**src/rtl/fifo_defines_pkg.sv**
```systemverilog
// Shared constants and types for the generator sample FIFO.
//   DATA_WIDTH : sample width (signed, two's complement)
//   FIFO_DEPTH : default FIFO depth (entries, power of two)
//   FIFO_PTR_W : pointer/count width, one wrap bit above the index
//   fifo_ptr_t : pointer/count type at the default depth
package fifo_defines_pkg;

    localparam int unsigned DATA_WIDTH = 16;
    localparam int unsigned FIFO_DEPTH = 16;
    localparam int unsigned FIFO_PTR_W = $clog2(FIFO_DEPTH) + 1;

    typedef logic [FIFO_PTR_W-1:0] fifo_ptr_t;

endpackage : fifo_defines_pkg

```
**src/rtl/gen_sample_fifo_if.sv**
```systemverilog
// Sample stream bus between funct_generator/consumer and gen_sample_fifo.
//   wr_en_i, data_i    : write strobe and sample from the generator
//   rd_en_i            : read request from the consumer
//   clr_err_i          : clears the sticky error bits
//   data_o, rd_valid_o : registered read sample and its valid strobe
// master = generator/consumer side, slave = FIFO side.
interface gen_sample_fifo_if
    import fifo_defines_pkg::*;
#(
    parameter int unsigned DW = DATA_WIDTH
) ();

    logic                 wr_en_i;
    logic signed [DW-1:0] data_i;
    logic                 rd_en_i;
    logic                 clr_err_i;
    logic signed [DW-1:0] data_o;
    logic                 rd_valid_o;

    modport master (
        output wr_en_i, data_i, rd_en_i, clr_err_i,
        input  data_o, rd_valid_o
    );

    modport slave (
        input  wr_en_i, data_i, rd_en_i, clr_err_i,
        output data_o, rd_valid_o
    );

endinterface : gen_sample_fifo_if

```
**src/rtl/gen_fifo_ram.sv**
```systemverilog
// Simple dual-port sample store: synchronous write, synchronous registered read.
//   clk, rst          : clock, async active-low reset (read register only)
//   we_i/waddr_i/wdata_i : write port
//   re_i/raddr_i      : read port; rdata_o updates on the edge after re_i
//   rdata_o           : registered read data, holds when re_i is low
module gen_fifo_ram #(
    parameter int unsigned DATA_WIDTH = 16,
    parameter int unsigned DEPTH      = 16,
    localparam int unsigned AW        = $clog2(DEPTH)
) (
    input  logic                  clk,
    input  logic                  rst,
    input  logic                  we_i,
    input  logic [AW-1:0]         waddr_i,
    input  logic [DATA_WIDTH-1:0] wdata_i,
    input  logic                  re_i,
    input  logic [AW-1:0]         raddr_i,
    output logic [DATA_WIDTH-1:0] rdata_o
);

    logic [DATA_WIDTH-1:0] mem_q [DEPTH];
    logic [DATA_WIDTH-1:0] rdata_q;

    // Storage array; contents are intentionally not reset.
    always_ff @(posedge clk) begin
        if (we_i) begin
            mem_q[waddr_i] <= wdata_i;
        end
    end

    // Read register: same-address write in the same cycle returns the old word.
    always_ff @(posedge clk or negedge rst) begin
        if (!rst) begin
            rdata_q <= '0;
        end else if (re_i) begin
            rdata_q <= mem_q[raddr_i];
        end
    end

    assign rdata_o = rdata_q;

endmodule : gen_fifo_ram

```
**src/rtl/gen_sample_fifo.sv**
```systemverilog
// Sample FIFO directly downstream of funct_generator.
//   clk, rst        : clock, async active-low reset
//   bus (slave)     : write strobe/sample in, read request, error clear,
//                     registered read sample and rd_valid out
//   full_o/empty_o/almost_full_o/almost_empty_o : registered level flags
//   count_o         : occupancy
//   overflow_o/underflow_o : sticky error bits
//   watermark_o     : peak occupancy, present only with FIFO_WATERMARK_EN
module gen_sample_fifo #(
    parameter int unsigned DATA_WIDTH = fifo_defines_pkg::DATA_WIDTH,
    parameter int unsigned DEPTH      = fifo_defines_pkg::FIFO_DEPTH,
    parameter int unsigned AF_THRESH  = DEPTH - 4,
    parameter int unsigned AE_THRESH  = 4,
    localparam int unsigned AW        = $clog2(DEPTH),
    localparam int unsigned CW        = $clog2(DEPTH) + 1
) (
    input  logic                clk,
    input  logic                rst,
    gen_sample_fifo_if.slave    bus,
    output logic                full_o,
    output logic                empty_o,
    output logic                almost_full_o,
    output logic                almost_empty_o,
    output logic [CW-1:0]       count_o,
    output logic                overflow_o,
`ifdef FIFO_WATERMARK_EN
    output logic [CW-1:0]       watermark_o,
`endif
    output logic                underflow_o
);

    logic [CW-1:0] wr_ptr_q, wr_ptr_d;
    logic [CW-1:0] rd_ptr_q, rd_ptr_d;
    logic [CW-1:0] count_q, count_d;
    logic          full_q, empty_q, af_q, ae_q;
    logic          ovf_q, ovf_d, udf_q, udf_d;
    logic          rd_valid_q;
    logic          rd_acc, wr_acc;
    logic [DATA_WIDTH-1:0] rdata;

    // Acceptance uses registered flags only, so no input reaches an output combinationally.
    assign rd_acc = bus.rd_en_i & ~empty_q;
    assign wr_acc = bus.wr_en_i & (~full_q | rd_acc);

    // Next pointers, occupancy and sticky errors; a new error beats a clear.
    always_comb begin
        wr_ptr_d = wr_ptr_q;
        rd_ptr_d = rd_ptr_q;
        count_d  = count_q;
        ovf_d    = bus.clr_err_i ? 1'b0 : ovf_q;
        udf_d    = bus.clr_err_i ? 1'b0 : udf_q;
        if (wr_acc) begin
            wr_ptr_d = wr_ptr_q + CW'(1);
        end
        if (rd_acc) begin
            rd_ptr_d = rd_ptr_q + CW'(1);
        end
        if (wr_acc && !rd_acc) begin
            count_d = count_q + CW'(1);
        end else if (rd_acc && !wr_acc) begin
            count_d = count_q - CW'(1);
        end
        if (bus.wr_en_i && !wr_acc) begin
            ovf_d = 1'b1;
        end
        if (bus.rd_en_i && !rd_acc) begin
            udf_d = 1'b1;
        end
    end

    // State registers; flags are registered decodes of the next occupancy.
    always_ff @(posedge clk or negedge rst) begin
        if (!rst) begin
            wr_ptr_q   <= '0;
            rd_ptr_q   <= '0;
            count_q    <= '0;
            full_q     <= 1'b0;
            empty_q    <= 1'b1;
            af_q       <= 1'b0;
            ae_q       <= 1'b1;
            ovf_q      <= 1'b0;
            udf_q      <= 1'b0;
            rd_valid_q <= 1'b0;
        end else begin
            wr_ptr_q   <= wr_ptr_d;
            rd_ptr_q   <= rd_ptr_d;
            count_q    <= count_d;
            full_q     <= (count_d == CW'(DEPTH));
            empty_q    <= (count_d == '0);
            af_q       <= (count_d >= CW'(AF_THRESH));
            ae_q       <= (count_d <= CW'(AE_THRESH));
            ovf_q      <= ovf_d;
            udf_q      <= udf_d;
            rd_valid_q <= rd_acc;
        end
    end

`ifdef FIFO_WATERMARK_EN
    logic [CW-1:0] wm_q;

    // Peak occupancy; a clear restarts tracking from the current level.
    always_ff @(posedge clk or negedge rst) begin
        if (!rst) begin
            wm_q <= '0;
        end else if (bus.clr_err_i) begin
            wm_q <= count_q;
        end else if (count_q > wm_q) begin
            wm_q <= count_q;
        end
    end

    assign watermark_o = wm_q;
`endif

    gen_fifo_ram #(
        .DATA_WIDTH (DATA_WIDTH),
        .DEPTH      (DEPTH)
    ) u_ram (
        .clk     (clk),
        .rst     (rst),
        .we_i    (wr_acc),
        .waddr_i (wr_ptr_q[AW-1:0]),
        .wdata_i (bus.data_i),
        .re_i    (rd_acc),
        .raddr_i (rd_ptr_q[AW-1:0]),
        .rdata_o (rdata)
    );

    assign bus.data_o     = rdata;
    assign bus.rd_valid_o = rd_valid_q;
    assign full_o         = full_q;
    assign empty_o        = empty_q;
    assign almost_full_o  = af_q;
    assign almost_empty_o = ae_q;
    assign count_o        = count_q;
    assign overflow_o     = ovf_q;
    assign underflow_o    = udf_q;

endmodule : gen_sample_fifo

```
**src/flat_wrapper.sv**
```systemverilog
// flat-port wrapper written by rule: the top's interface ports become plain ports
module gen_sample_fifo_flat 
#(
    parameter int unsigned DATA_WIDTH = fifo_defines_pkg::DATA_WIDTH,
    parameter int unsigned DEPTH      = fifo_defines_pkg::FIFO_DEPTH,
    parameter int unsigned AF_THRESH  = DEPTH - 4,
    parameter int unsigned AE_THRESH  = 4,
    localparam int unsigned AW        = $clog2(DEPTH),
    localparam int unsigned CW        = $clog2(DEPTH) + 1
)
  (clk, rst, full_o, empty_o, almost_full_o, almost_empty_o, count_o, overflow_o, underflow_o, bus_wr_en_i, bus_data_i, bus_rd_en_i, bus_clr_err_i, bus_data_o, bus_rd_valid_o);
  gen_sample_fifo_if bus_i ();
  input  logic clk;
  input  logic rst;
  output logic full_o;
  output logic empty_o;
  output logic almost_full_o;
  output logic almost_empty_o;
  output logic [CW-1:0] count_o;
  output logic overflow_o;
  output logic underflow_o;
  input wire logic [$bits(bus_i.wr_en_i)-1:0] bus_wr_en_i;
  input wire logic [$bits(bus_i.data_i)-1:0] bus_data_i;
  input wire logic [$bits(bus_i.rd_en_i)-1:0] bus_rd_en_i;
  input wire logic [$bits(bus_i.clr_err_i)-1:0] bus_clr_err_i;
  output wire logic [$bits(bus_i.data_o)-1:0] bus_data_o;
  output wire logic [$bits(bus_i.rd_valid_o)-1:0] bus_rd_valid_o;
  assign bus_i.wr_en_i = bus_wr_en_i;
  assign bus_i.data_i = bus_data_i;
  assign bus_i.rd_en_i = bus_rd_en_i;
  assign bus_i.clr_err_i = bus_clr_err_i;
  assign bus_data_o = bus_i.data_o;
  assign bus_rd_valid_o = bus_i.rd_valid_o;
  gen_sample_fifo #(.DATA_WIDTH(DATA_WIDTH), .DEPTH(DEPTH), .AF_THRESH(AF_THRESH), .AE_THRESH(AE_THRESH)) u_core (.clk(clk), .rst(rst), .bus(bus_i), .full_o(full_o), .empty_o(empty_o), .almost_full_o(almost_full_o), .almost_empty_o(almost_empty_o), .count_o(count_o), .overflow_o(overflow_o), .underflow_o(underflow_o));
endmodule
```
**config.mk**
```make
export PLATFORM = sky130hd
export DESIGN_NAME = gen_sample_fifo_flat
export DESIGN_NICKNAME = d
export VERILOG_FILES = /design/src/rtl/fifo_defines_pkg.sv /design/src/rtl/gen_sample_fifo_if.sv /design/src/rtl/gen_fifo_ram.sv /design/src/rtl/gen_sample_fifo.sv /design/src/flat_wrapper.sv
export SDC_FILE = /design/constraint.sdc
export NUM_CORES = 1
export LEC_CHECK = 0
export CORE_ASPECT_RATIO = 0.7
export CORE_MARGIN = 2
export CORE_UTILIZATION = 35
export CTS_CLUSTER_DIAMETER = 50
export CTS_CLUSTER_SIZE = 28
export DETAILED_ROUTE_END_ITERATION = 8
export PLACE_DENSITY = 0.56
export REMOVE_ABC_BUFFERS = 1
export SKIP_CTS_REPAIR_TIMING = 1
export SLEW_MARGIN = 10
export SYNTH_ARGS = -nofsm -noshare
export SYNTH_HDL_FRONTEND = slang
export SYNTH_SLANG_ARGS = --single-unit
```
**constraint.sdc**
```tcl
create_clock -name clk -period 4.4 [get_ports clk]
set_clock_uncertainty 0.2 [all_clocks]
set_input_delay 0.88 -clock clk [delete_from_list [all_inputs] [get_ports clk]]
set_output_delay 0.88 -clock clk [all_outputs]
set_load 0.02 [all_outputs]
```
==> out/qor.yml, run 1 <==
worst_slew_pin_slew_ps: 1050
yosysSeqAreaShare_pct: 74.6
utilization_pct: 41.3
cts_tree: "yes"
via_count: 5781
outcome: "finished, final reports clean"
slowest_delay_ps: 770
crit_path_start: "bus_wr_en_i"
r2r_slack_ps: 1790
io_pins: 49
finalSetupViolCount: 0
synth_cell_type_count: 45
final.period_utilization_pct: 65.5
worstHoldPathType: "reg -> reg"
cts_buffers: 22
postLayoutSetupSlackWorst_ps: 1520
hpwl_mm: 15.3
final.setup.tns_ps: 0
fmax_ghz: 0.347
ctsHtreeMaxLevel: 1
worstRegToRegCells: 8
antenna_found_initial: 0
syn_inst: 616
num_rows: 55
areaGrowthSynthToFinish_pct: 15.9
cp_top_family: "simple AND/OR/NAND/NOR gates"
start_util_pct: 35.6
first_global_vias: 5860
die_x_um: 221
synth_edf_count: 256
grt_max_degree: 55
wl_per_cell_um: 22.8
avgSynthCellArea_um2: 18.7
grtUsageTotal_pct: 14.8
max-vdd-ir-drop_mv: 0.287
drt_iter0_drc: 524
finalPower_mw: 8.47
p_leak_nw: 4.50
place_area_mm2: 0.0125
pre_cts_ws_ps: 945
core_area_mm2: 0.0323
drive_gt1_share_pct: 17.0
gp_congestion: 0.788
nets: 706
via_per_inst: 5.15
cp.required_ps: 4350
drc_errors: 0
cp_cell_sequence: "clkdlybuf4s50_1 > a21boi_1 > buf_4 > nand2_1 > nor2_1 > and2_1"
synth_ff_type: "edfxtp_1"
cp-endpoint: "u_core.u_ram.mem_q[6][12]"
critPathSlowestCell: "and2_1"
ys_warn_count: 0
wl_mm: 25.6
grt_setup_unrepaired: "no"
dieHeight_um: 156
rr_endpoint: "u_core.full_o"
gr-total-overflow: 0
power_density_mw_per_mm2: 634
cp.depth: 6
grt_pass1_wl_mm: 38.2
insertion_delay_ps: 540
reg2reg_from: "u_core.empty_o"
ys_ff_latch: 292
path_buf_inv: 2
cap_violations: 0
clkTransAtPathRegs_ps: 80
die_area_mm2: 0.0344
slew_headroom_pct: 30.0
arrival_ps: 2830
cts_root_buffer: "clkbuf_16"
drt_first_pass_iters: 5
fin_area_mm2: 0.0134
postSynth.asyncResetShare_pct: 12.3
crit_fanout: 17
cts_max_path_buffers: 3
startpoint_type: "input port"
syn_area_mm2: 0.0115
final_antenna_net_count: 0
cp-end-kind: "flip-flop"
final.min_clock_period_ps: 2880
finalHoldViolCount: 0
io_buffers: 48
critical_path_class: "in -> reg"
cts_sinks: 292
maxSlewViolCount: 0
## layout by cell type, fill, tap and decap left out, types with 7 or more instances in the layout
| cell | instances |
|---|---|
| mux2_2 | 12 |
| nor4_1 | 17 |
| o21ai_0 | 9 |
| buf_4 | 21 |
| xnor2_1 | 8 |
| clkbuf_16 | 23 |
| nand2_1 | 12 |
| and3_1 | 8 |
| nor3_1 | 12 |
| edfxtp_1 | 256 |
| mux2i_1 | 52 |
| mux4_1 | 11 |
| nor2_1 | 29 |
| clkdlybuf4s50_1 | 47 |
| nor2b_1 | 13 |
| dfrtp_1 | 31 |
| ha_1 | 7 |
| o22ai_1 | 21 |
| mux4_2 | 25 |
## through the flow
step                cells  hold WS (ps)
floorplan             583           259
global placement     1081           277
detailed placement   1081           292
CTS                  1121           303
global route         1121           330
finish               1122           305
## kinds of logic after synthesis
group,share of synthesized area (%)
compound gates,3.24
xor+xnor,0.891
fa+ha+maj,0.760
buf+inv,2.05
flops,74.6
mux,13.1
simple gates,5.40
## report_power, final
group	total, mW	switching [mW]	leakage [nW]	internal, mW
logic	2.42	1.31	1.38	1.11
registers	3.79	0.379	2.73	3.41
clock network	2.25	1.10	0.396	1.15
## cell usage after synthesis, drive strengths merged (7+ instances only)
library cell / n / share of area, %
o21ai: 9 / 0.39
xnor2: 8 / 0.61
nor3: 13 / 0.56
buf: 27 / 1.6
nand2: 12 / 0.39
nor2b: 13 / 0.71
ha: 7 / 0.76
nor4: 17 / 0.92
edfxtp: 256 / 67
nor2: 29 / 0.94
dfrtp: 34 / 7.4
mux2i: 52 / 4.5
and3: 8 / 0.43
mux2: 12 / 1.2
inv: 7 / 0.23
mux4: 36 / 7.4
o22ai: 25 / 1.6
## registers in the layout (all words and copies together) (netlist names)
| register | cells |
|---|---|
| u_core.empty_o | 1 |
| u_core.bus.rd_valid_o | 1 |
| u_core.count_o | 5 |
| u_core.rd_ptr_q | 4 |
| u_core.underflow_o | 1 |
| u_core.overflow_o | 1 |
| u_core.wr_ptr_q | 4 |
| u_core.full_o | 1 |
| u_core.almost_full_o | 1 |
| u_core.u_ram.rdata_o | 16 |
| u_core.u_ram.mem_q | 256 |
| u_core.almost_empty_o | 1 |
## how the worst min path moves through the flow
stage | startpoint | end | slack (ps) | cells after the start
final | u_core.rd_ptr_q[3] | u_core.rd_ptr_q[3] | 300 | 1
after global routing | u_core.rd_ptr_q[3] | u_core.rd_ptr_q[3] | 330 | 1
after CTS | u_core.rd_ptr_q[3] | u_core.rd_ptr_q[3] | 300 | 1
after detailed placement | u_core.rd_ptr_q[3] | u_core.rd_ptr_q[3] | 290 | 1
after global placement | u_core.rd_ptr_q[3] | u_core.rd_ptr_q[3] | 280 | 1
after floorplan | u_core.rd_ptr_q[3] | u_core.rd_ptr_q[3] | 260 | 1
## final cells by class
cell class	count	area, um2
antenna	1	2.50
clock buffer	24	579
clock inverter	16	235
fill	2899	19000
inverter	7	26.3
multi-input combinational	284	2700
sequential	292	8600
tap	427	534
timing repair buffer	71	673
## metal layers
metal / routed length [um] / vias to the layer above / track usage, %
met4: 427 / 0 / 3.48
met2: 11200 / 146 / 21.8
li1: - / 2592 / -
met1: 12500 / 3011 / 22.6
met5: 0 / - / 0
met3: 1380 / 32 / 2.73
No activity file was read; power rests on OpenSTA's default activity.
==> run 2, diff against run 1 <==
- PLACE_DENSITY: 0.56 -> 0.58
- clock period: 4.4 -> 2.5 ns (I/O delays scaled with it)
==> run 2 against run 1 <==
Against the previous run: register-to-register slack worse by 1600 ps; sequential power is 72% higher; total power grew 79%; via count grew 4.6%; sequential cell count did not move; cell area grew 3.0%; sequential share of layout area decreased by 1.9 points; global-route usage increased by 0.61 points; non-clock buffer count increased by 48; hold slack better by 9.2 ps; critical path type is now reg -> out; largest cell class unchanged.
==> out/qor.yml, run 2 (same netlist as run 1, synthesis figures left out) <==
cap_violations: 0
p_leak_nw: 4.74
postLayoutSetupSlackWorst_ps: 93.2
insertion_delay_ps: 540
slowest_delay_ps: 610
io_buffers: 48
antenna-diode-count: 0
ctsHtreeMaxLevel: 1
hpwl_mm: 17.9
drt_first_pass_iters: 5
grtUsageTotal_pct: 15.4
num_rows: 55
core_area_mm2: 0.0323
final_antenna_net_count: 0
worstHoldPathType: "reg -> reg"
fin_area_mm2: 0.0138
max-vdd-ir-drop_mv: 0.607
grt_setup_unrepaired: "no"
final.min_clock_period_ps: 2410
clkTransAtPathRegs_ps: 80
grt_pass1_wl_mm: 39.7
start_util_pct: 35.6
largest_register_ffs: 256
cts_buffers: 22
place_area_mm2: 0.0129
mostFrequentLayoutCells: "edfxtp_1 (256), buf_4 (62), mux2i_1 (52)"
final.period_utilization_pct: 96.3
final_cells: 1169
layout_commonest_cell: "edfxtp_1"
cp_cell_sequence: "clkdlybuf4s50_1"
drc_errors: 0
crit_fanout: 4
path_buf_inv: 1
utilization_pct: 42.5
drt_iter0_drc: 564
hold_path_depth: 1
maxSlewViolCount: 0
top_register: "u_core.u_ram.mem_q"
wl_per_cell_um: 22.4
cp.required_ps: 1800
areaGrowthSynthToFinish_pct: 19.4
cp.depth: 1
cp_top_family: "buffers and inverters"
cts_max_path_buffers: 3
critical_path_class: "reg -> out"
power_density_mw_per_mm2: 1100
cts_tree: "yes"
dieHeight_um: 156
fmax_ghz: 0.415
worst_slew_pin_slew_ps: 886
die_x_um: 221
finalSetupViolCount: 0
antenna_found_initial: 0
arrival_ps: 1710
placedCellCount: 1125
first_global_vias: 6171
critPathSlowestCell: "clkdlybuf4s50_1"
startpoint_type: "flip-flop"
die_area_mm2: 0.0344
via_per_inst: 5.17
via_count: 6045
slew_headroom_pct: 40.9
wl_mm: 26.2
cts_sinks: 292
cts_root_buffer: "clkbuf_16"
drive_gt1_share_pct: 22.0
nets: 754
worstRegToRegCells: 6
finalPower_mw: 15.1
pre_cts_ws_ps: -86.6
grt_max_degree: 33
cp-end-kind: "output pin"
gr-total-overflow: 0
gp_congestion: 0.799
finalHoldViolCount: 0
io_pins: 49
outcome: "finished, final reports clean"
-- run 2: metrics by stage --
stage | hold slack [ps] | TNS, ps
detailed placement | 295 | -4590
CTS | -114 | 0
finish | 314 | 0
global route | 351 | 0
global placement | 289 | -7080
floorplan | 4.41 | -59020
-- run 2: layout make-up --
type	count	area, um2
clock inverters	13	184
repair buffers	119	1110
fillers	2840	18600
well taps	427	534
flip-flops and latches	292	8600
clock buffers	27	591
inverters	7	26.3
multi-input cells	284	2710
-- run 2: power by group --
| group | total (mW) | leakage (nW) | switching, mW | internal, mW |
|---|---|---|---|---|
| clock network | 3.78 | 0.377 | 1.80 | 1.98 |
| logic | 4.85 | 1.64 | 2.56 | 2.29 |
| registers | 6.52 | 2.73 | 0.505 | 6.01 |
-- run 2: worst paths after layout --
path                                         start                       end  slack, ps
worst min register to register  u_core.rd_ptr_q[3]        u_core.rd_ptr_q[3]        310
max in group asynchronous                      rst        u_core.rd_ptr_q[0]       1040
worst max-delay path                u_core.empty_o                   empty_o         90
worst min-delay path            u_core.rd_ptr_q[3]        u_core.rd_ptr_q[3]        310
worst max register to register  u_core.rd_ptr_q[1]  u_core.u_ram.rdata_o[15]        220
min in group asynchronous                      rst     u_core.bus.rd_valid_o        410
-- run 2: layer usage --
layer  vias to the layer above  track usage [%]  share of wire (%)
met5                         -             1.26               0.21
met4                         2             3.16                1.7
met3                        33             3.13                5.8
met2                       184             22.2                 42
met1                      3135             23.8                 50
li1                       2691                -                  -
